`config.mk`:
```
export PLATFORM = sky130hd
export DESIGN_NAME = fifo_rd_arbiter
export DESIGN_NICKNAME = d
export VERILOG_FILES = /design/src/rtl/fifo_arb_pkg.sv /design/src/rtl/rr_pick.sv /design/src/rtl/fifo_rd_arbiter.sv
export SDC_FILE = /design/constraint.sdc
export NUM_CORES = 1
export LEC_CHECK = 0
export ABC_AREA = 1
export CELL_PAD_IN_SITES_DETAIL_PLACEMENT = 1
export CELL_PAD_IN_SITES_GLOBAL_PLACEMENT = 1
export CORE_MARGIN = 2
export CORE_UTILIZATION = 26
export CTS_CLUSTER_DIAMETER = 100
export DETAILED_ROUTE_END_ITERATION = 7
export PLACE_DENSITY = 0.73
export RECOVER_POWER = 50
export SLEW_MARGIN = 25
export SYNTH_ARGS = -nofsm -noshare
export SYNTH_HDL_FRONTEND = slang
export SYNTH_SLANG_ARGS = --single-unit
```
`constraint.sdc`:
```
create_clock -name rclk -period 1.84 [get_ports rclk]
set_clock_uncertainty 0.15 [all_clocks]
set_input_delay 0.552 -clock rclk [delete_from_list [all_inputs] [get_ports rclk]]
set_output_delay 0.552 -clock rclk [all_outputs]
set_load 0.01 [all_outputs]
```
`src/rtl/fifo_arb_pkg.sv`:
```
// Shared definitions for the FIFO read-side arbiters: FSM state encoding and
// a constant-evaluable ceil(log2) used to size index and counter fields.
package fifo_arb_pkg;

  typedef enum logic {
    ST_IDLE  = 1'b0,
    ST_GRANT = 1'b1
  } state_t;

  function automatic int unsigned clog2(input int unsigned v);
    int unsigned r;
    r = 0;
    while ((32'd1 << r) < v) r++;
    return r;
  endfunction

endpackage

```
`src/rtl/rr_pick.sv`:
```
// Combinational round-robin picker: returns the first asserted request strictly
// after 'last', searching circularly, plus a flag that any request is present.
module rr_pick
  import fifo_arb_pkg::*;
#(
  parameter int unsigned N = 4,
  parameter int unsigned W = clog2(N)
) (
  input  logic [N-1:0] req,
  input  logic [W-1:0] last,
  output logic         any,
  output logic [W-1:0] idx
);

  int unsigned cand;
  logic [W-1:0] cand_idx;

  // Offsets 1..N cover every index once, ending with 'last' itself.
  always_comb begin
    any      = 1'b0;
    idx      = '0;
    cand     = 0;
    cand_idx = '0;
    for (int unsigned k = 1; k <= N; k++) begin
      cand     = (32'(last) + k) % N;
      cand_idx = W'(cand);
      if (!any && req[cand_idx]) begin
        any = 1'b1;
        idx = cand_idx;
      end
    end
  end

endmodule

```
`src/rtl/fifo_rd_arbiter.sv`:
```
// Round-robin burst arbiter draining NUM_SRC FIFO read ports into a single
// registered valid/ready stream, up to MAX_BURST words per grant.
module fifo_rd_arbiter
  import fifo_arb_pkg::*;
#(
  parameter  int unsigned NUM_SRC   = 4,
  parameter  int unsigned DSIZE     = 8,
  parameter  int unsigned MAX_BURST = 4,
  localparam int unsigned SRC_W     = clog2(NUM_SRC),
  localparam int unsigned CNT_W     = clog2(MAX_BURST + 1)
) (
  input  logic                     rclk,
  input  logic                     rrst,
  input  logic                     en,
  input  logic [NUM_SRC-1:0]       src_rempty,
  input  logic [NUM_SRC*DSIZE-1:0] src_rdata,
  output logic [NUM_SRC-1:0]       src_rinc,
  output logic                     m_valid,
  input  logic                     m_ready,
  output logic [DSIZE-1:0]         m_data,
  output logic [SRC_W-1:0]         m_src,
  output logic                     m_last,
  output logic                     busy
);

  state_t           state;
  state_t           state_nxt;
  logic [SRC_W-1:0] gnt;
  logic [SRC_W-1:0] last_gnt;
  logic [CNT_W-1:0] cnt;
  logic             pick_any;
  logic [SRC_W-1:0] pick_idx;
  logic             grant;
  logic             out_free;
  logic             pop;
  logic             cnt_last;
  logic [DSIZE-1:0] gnt_data;

  rr_pick #(
    .N (NUM_SRC),
    .W (SRC_W)
  ) u_pick (
    .req  (~src_rempty),
    .last (last_gnt),
    .any  (pick_any),
    .idx  (pick_idx)
  );

  assign gnt_data = src_rdata[gnt*DSIZE +: DSIZE];
  assign out_free = ~m_valid | m_ready;
  assign cnt_last = (cnt == CNT_W'(MAX_BURST - 1));
  assign grant    = (state == ST_IDLE) & en & pick_any;
  assign busy     = (state == ST_GRANT) | m_valid;

  always_ff @(posedge rclk or posedge rrst) begin
    if (rrst) state <= ST_IDLE;
    else      state <= state_nxt;
  end

  // An empty granted source ends the burst without popping, even when stalled.
  always_comb begin
    state_nxt = state;
    pop       = 1'b0;
    src_rinc  = '0;
    case (state)
      ST_IDLE: begin
        if (grant) state_nxt = ST_GRANT;
      end
      ST_GRANT: begin
        if (src_rempty[gnt]) begin
          state_nxt = ST_IDLE;
        end else if (out_free) begin
          pop           = 1'b1;
          src_rinc[gnt] = 1'b1;
          if (cnt_last) state_nxt = ST_IDLE;
        end
      end
      default: state_nxt = ST_IDLE;
    endcase
  end

  always_ff @(posedge rclk or posedge rrst) begin
    if (rrst) begin
      gnt      <= '0;
      last_gnt <= SRC_W'(NUM_SRC - 1);
      cnt      <= '0;
      m_valid  <= 1'b0;
      m_data   <= '0;
      m_src    <= '0;
      m_last   <= 1'b0;
    end else begin
      if (grant) begin
        gnt      <= pick_idx;
        last_gnt <= pick_idx;
        cnt      <= '0;
      end
      if (pop) begin
        m_data  <= gnt_data;
        m_src   <= gnt;
        m_valid <= 1'b1;
        m_last  <= cnt_last;
        cnt     <= cnt + CNT_W'(1);
      end else if (m_valid && m_ready) begin
        m_valid <= 1'b0;
      end
    end
  end

endmodule

```
==> results.yml <==
timing:
  finalSetupTns_ns: -1.91
  min_period_over_period_pct: 127
  worst_pin_slew_ns: 0.586
  rsz0062_at_grt: "true"
  fmax_mhz: 429
  setup_slack_ns: -0.493
  post-route-min-period_ns: 2.33
  hold_viol: 0
  slew-limit-headroom_pct: 61.0
  holdWs_ns: 0.326
  slew_viol_final: 0
  setup_viol: 4
setup_path:
  startpoint: "src_rempty[0]"
  slowest_delay_ns: 0.22
  crit_type: "input port to primary output"
  cp-end-kind: "primary output"
  crit_family: "buffers and inverters"
  cp_max_fo: 4
  required_ns: 1.14
  crit_buf_inv: 3
  cp-start-kind: "input port"
  path_cells: "clkdlybuf4s15_1 -> nand3_2 -> o21ai_2 -> nor3_2 -> nand2_2 -> buf_8 -> nor3_4 -> buf_2"
  rr_startpoint: "last_gnt[0]"
  cp.arrival_ns: 1.63
  cp_slowest_cell: "clkdlybuf4s15_1"
global_routing:
  grt_pass1_wl_um: 8640
  globalRouteTotalUtil_pct: 17.8
  grt_max_degree: 19
  antenna_found_initial: 0
  grt_overflow: 0
  grt_pass1_vias: 1905
placement:
  dp_hpwl_um: 3820
  dpl_worst_slack_ns: -1.24
  dp_cells: 360
  gp_congestion: 0.789
  io_buffer_count: 56
floorplanning:
  fp.dieH_um: 78.6
  pin_count: 57
  std_cell_rows: 27
  start_util_pct: 26.6
  die_w_um: 78.6
  dieArea_um2: 6170
  fp.coreArea_um2: 5440
synthesis:
  synthTopCellsByCount: "nand2_1, nand3_1, dfrtp_1"
  ys.warnings.count: 0
  syn-num-nets: 261
  yosysMostFrequentCell: "nand2_1"
  avgSynthCellArea_um2: 6.60
  synth-edff-count: 0
  synth_cells: 219
  yosys-top-cells-area: "dfrtp_1, nand2_1, nand3_1"
  ys_types: 23
  async_flop_share_pct: 100
  synth_seq_cells: 20
  ys_seq_area_share_pct: 34.8
  synth-main-ff-cell: "dfrtp_1"
  synthesis.area_um2: 1450
  yosysTopAreaCell: "dfrtp_1"
  yosysTopAreaCellShare_pct: 31.2
clock_network:
  cts_buffer_depth: 2
  path_clk_slew_ns: 0.08
  cts_buffers: 3
  tritoncts: "built"
  insertion_delay_ns: 0.26
  clkSinkCount: 20
  h-tree-depth: 1
  root_buffer: "clkbuf_8"
cells_and_area:
  layout-drive-gt1-share_pct: 31.9
  area_growth_pct: 75.8
  n_antenna_cell: 0
  finalNonFillerCells: 379
  finalNetCount: 350
run_status:
  violations: "setup timing"
  status: "finished, violations left"
route:
  routed_via_density: 4.68
  routedWlPerCell_um: 14.2
  initialDrtViolationCount: 50
  wirelength_um: 5370
  drc: 0
  ant_nets: 0
  num_vias: 1775
  dr.pass1.iters: 4
power_and_ir_drop:
  total_leakage_power_nw: 1.28
  p_per_area_nw_per_um2: 1640
  peakVddDrop_uv: 558
min_path:
  hold_path.class: "register to register"
  hp-start: "m_data[0]"
job:
  cap_violations: 0
[path summary, 6_finish.rpt]
| path | endpoint | slack (ns) | depth (start not counted) |
|---|---|---|---|
| hold / removal | m_data[0] | 0.33 | 2 |
| min in group asynchronous | m_src[0] | 0.70 | 3 |
| max in group asynchronous | gnt[0] | 0.41 | 3 |
| setup reg to reg | gnt[1] | 0 | 9 |
| setup / recovery | src_rinc[3] | -0.49 | 8 |
| hold reg to reg | m_data[0] | 0.33 | 2 |
[cell families after synthesis]
family | synth area share [%]
AO/OA/AOI/OAI | 2.86
adder cells (fa/ha/maj) | 1.73
buffers and inverters | 9.61
flip-flops | 34.8
AND/OR/NAND/NOR | 51.0
[registers in the layout, indices dropped and copies added, names as in the netlist]
name / cells
m_data: 8
m_last: 1
gnt: 2
m_src: 2
cnt: 3
last_gnt: 2
state: 1
m_valid: 1
[tightest hold or removal path: cells and delay by family, from the launching register on]
family / cells / cell delay (ns)
DFF: 1 / 0.35
and+or+nand+nor: 2 / 0.09
[metal layers]
layer,wire length [µm],vias up,GRT usage [%]
met1,2180,834,19.6
met4,68,0,4.04
met3,299,7,4.83
met5,0,-,0
li1,-,887,-
met2,2820,47,33.5
[placed cells by master, fill, tap and decap left out, types with 3 or more instances in the layout]
cell / instances
nor3_4: 3
dfrtp_1: 17
nand2_1: 76
nand3_1: 39
inv_1: 10
clkdlybuf4s50_1: 33
buf_2: 4
nand2_2: 15
inv_2: 5
buf_6: 7
buf_4: 29
nand2_4: 5
clkbuf_8: 3
o21ai_2: 6
dlygate4sd2_1: 13
nand3_2: 4
nand4_1: 11
[area by class of cell]
cell class / count / area [µm²]
flip-flops and latches: 20 / 504
repair buffers: 95 / 850
multi-input cells: 169 / 936
clock inverters: 1 / 30.0
inverters: 19 / 88.8
clock buffers: 3 / 41.3
well taps: 72 / 90.1
fillers: 704 / 2900
[what timing repair did]
action / in CTS / in global routing
cloned: 1 / 0
setup buffers: 12 / 4
pin swaps: 6 / 9
hold buffers: 0 / 0
setup endpoints to repair: 34 / 21
gates resized for setup: 57 / 28
[power by group]
part	internal, mW	switching [mW]	total [mW]	leakage, nW
sequential	0.661	0.183	0.844	0.249
clock	0.291	0.162	0.453	0.0357
combinational	1.29	1.58	2.87	0.999
[through the flow]
step	util, %	power (mW)	area, µm²
6_report	46.7	4.16	2540
5_1_grt	46.7	4.54	2540
4_1_cts	44.7	3.90	2430
3_5_place_dp	41.8	3.29	2270
3_3_place_gp	41.8	3.22	2270
2_1_floorplan	-	2.25	1500
No activity file was read; power rests on OpenSTA's default activity.
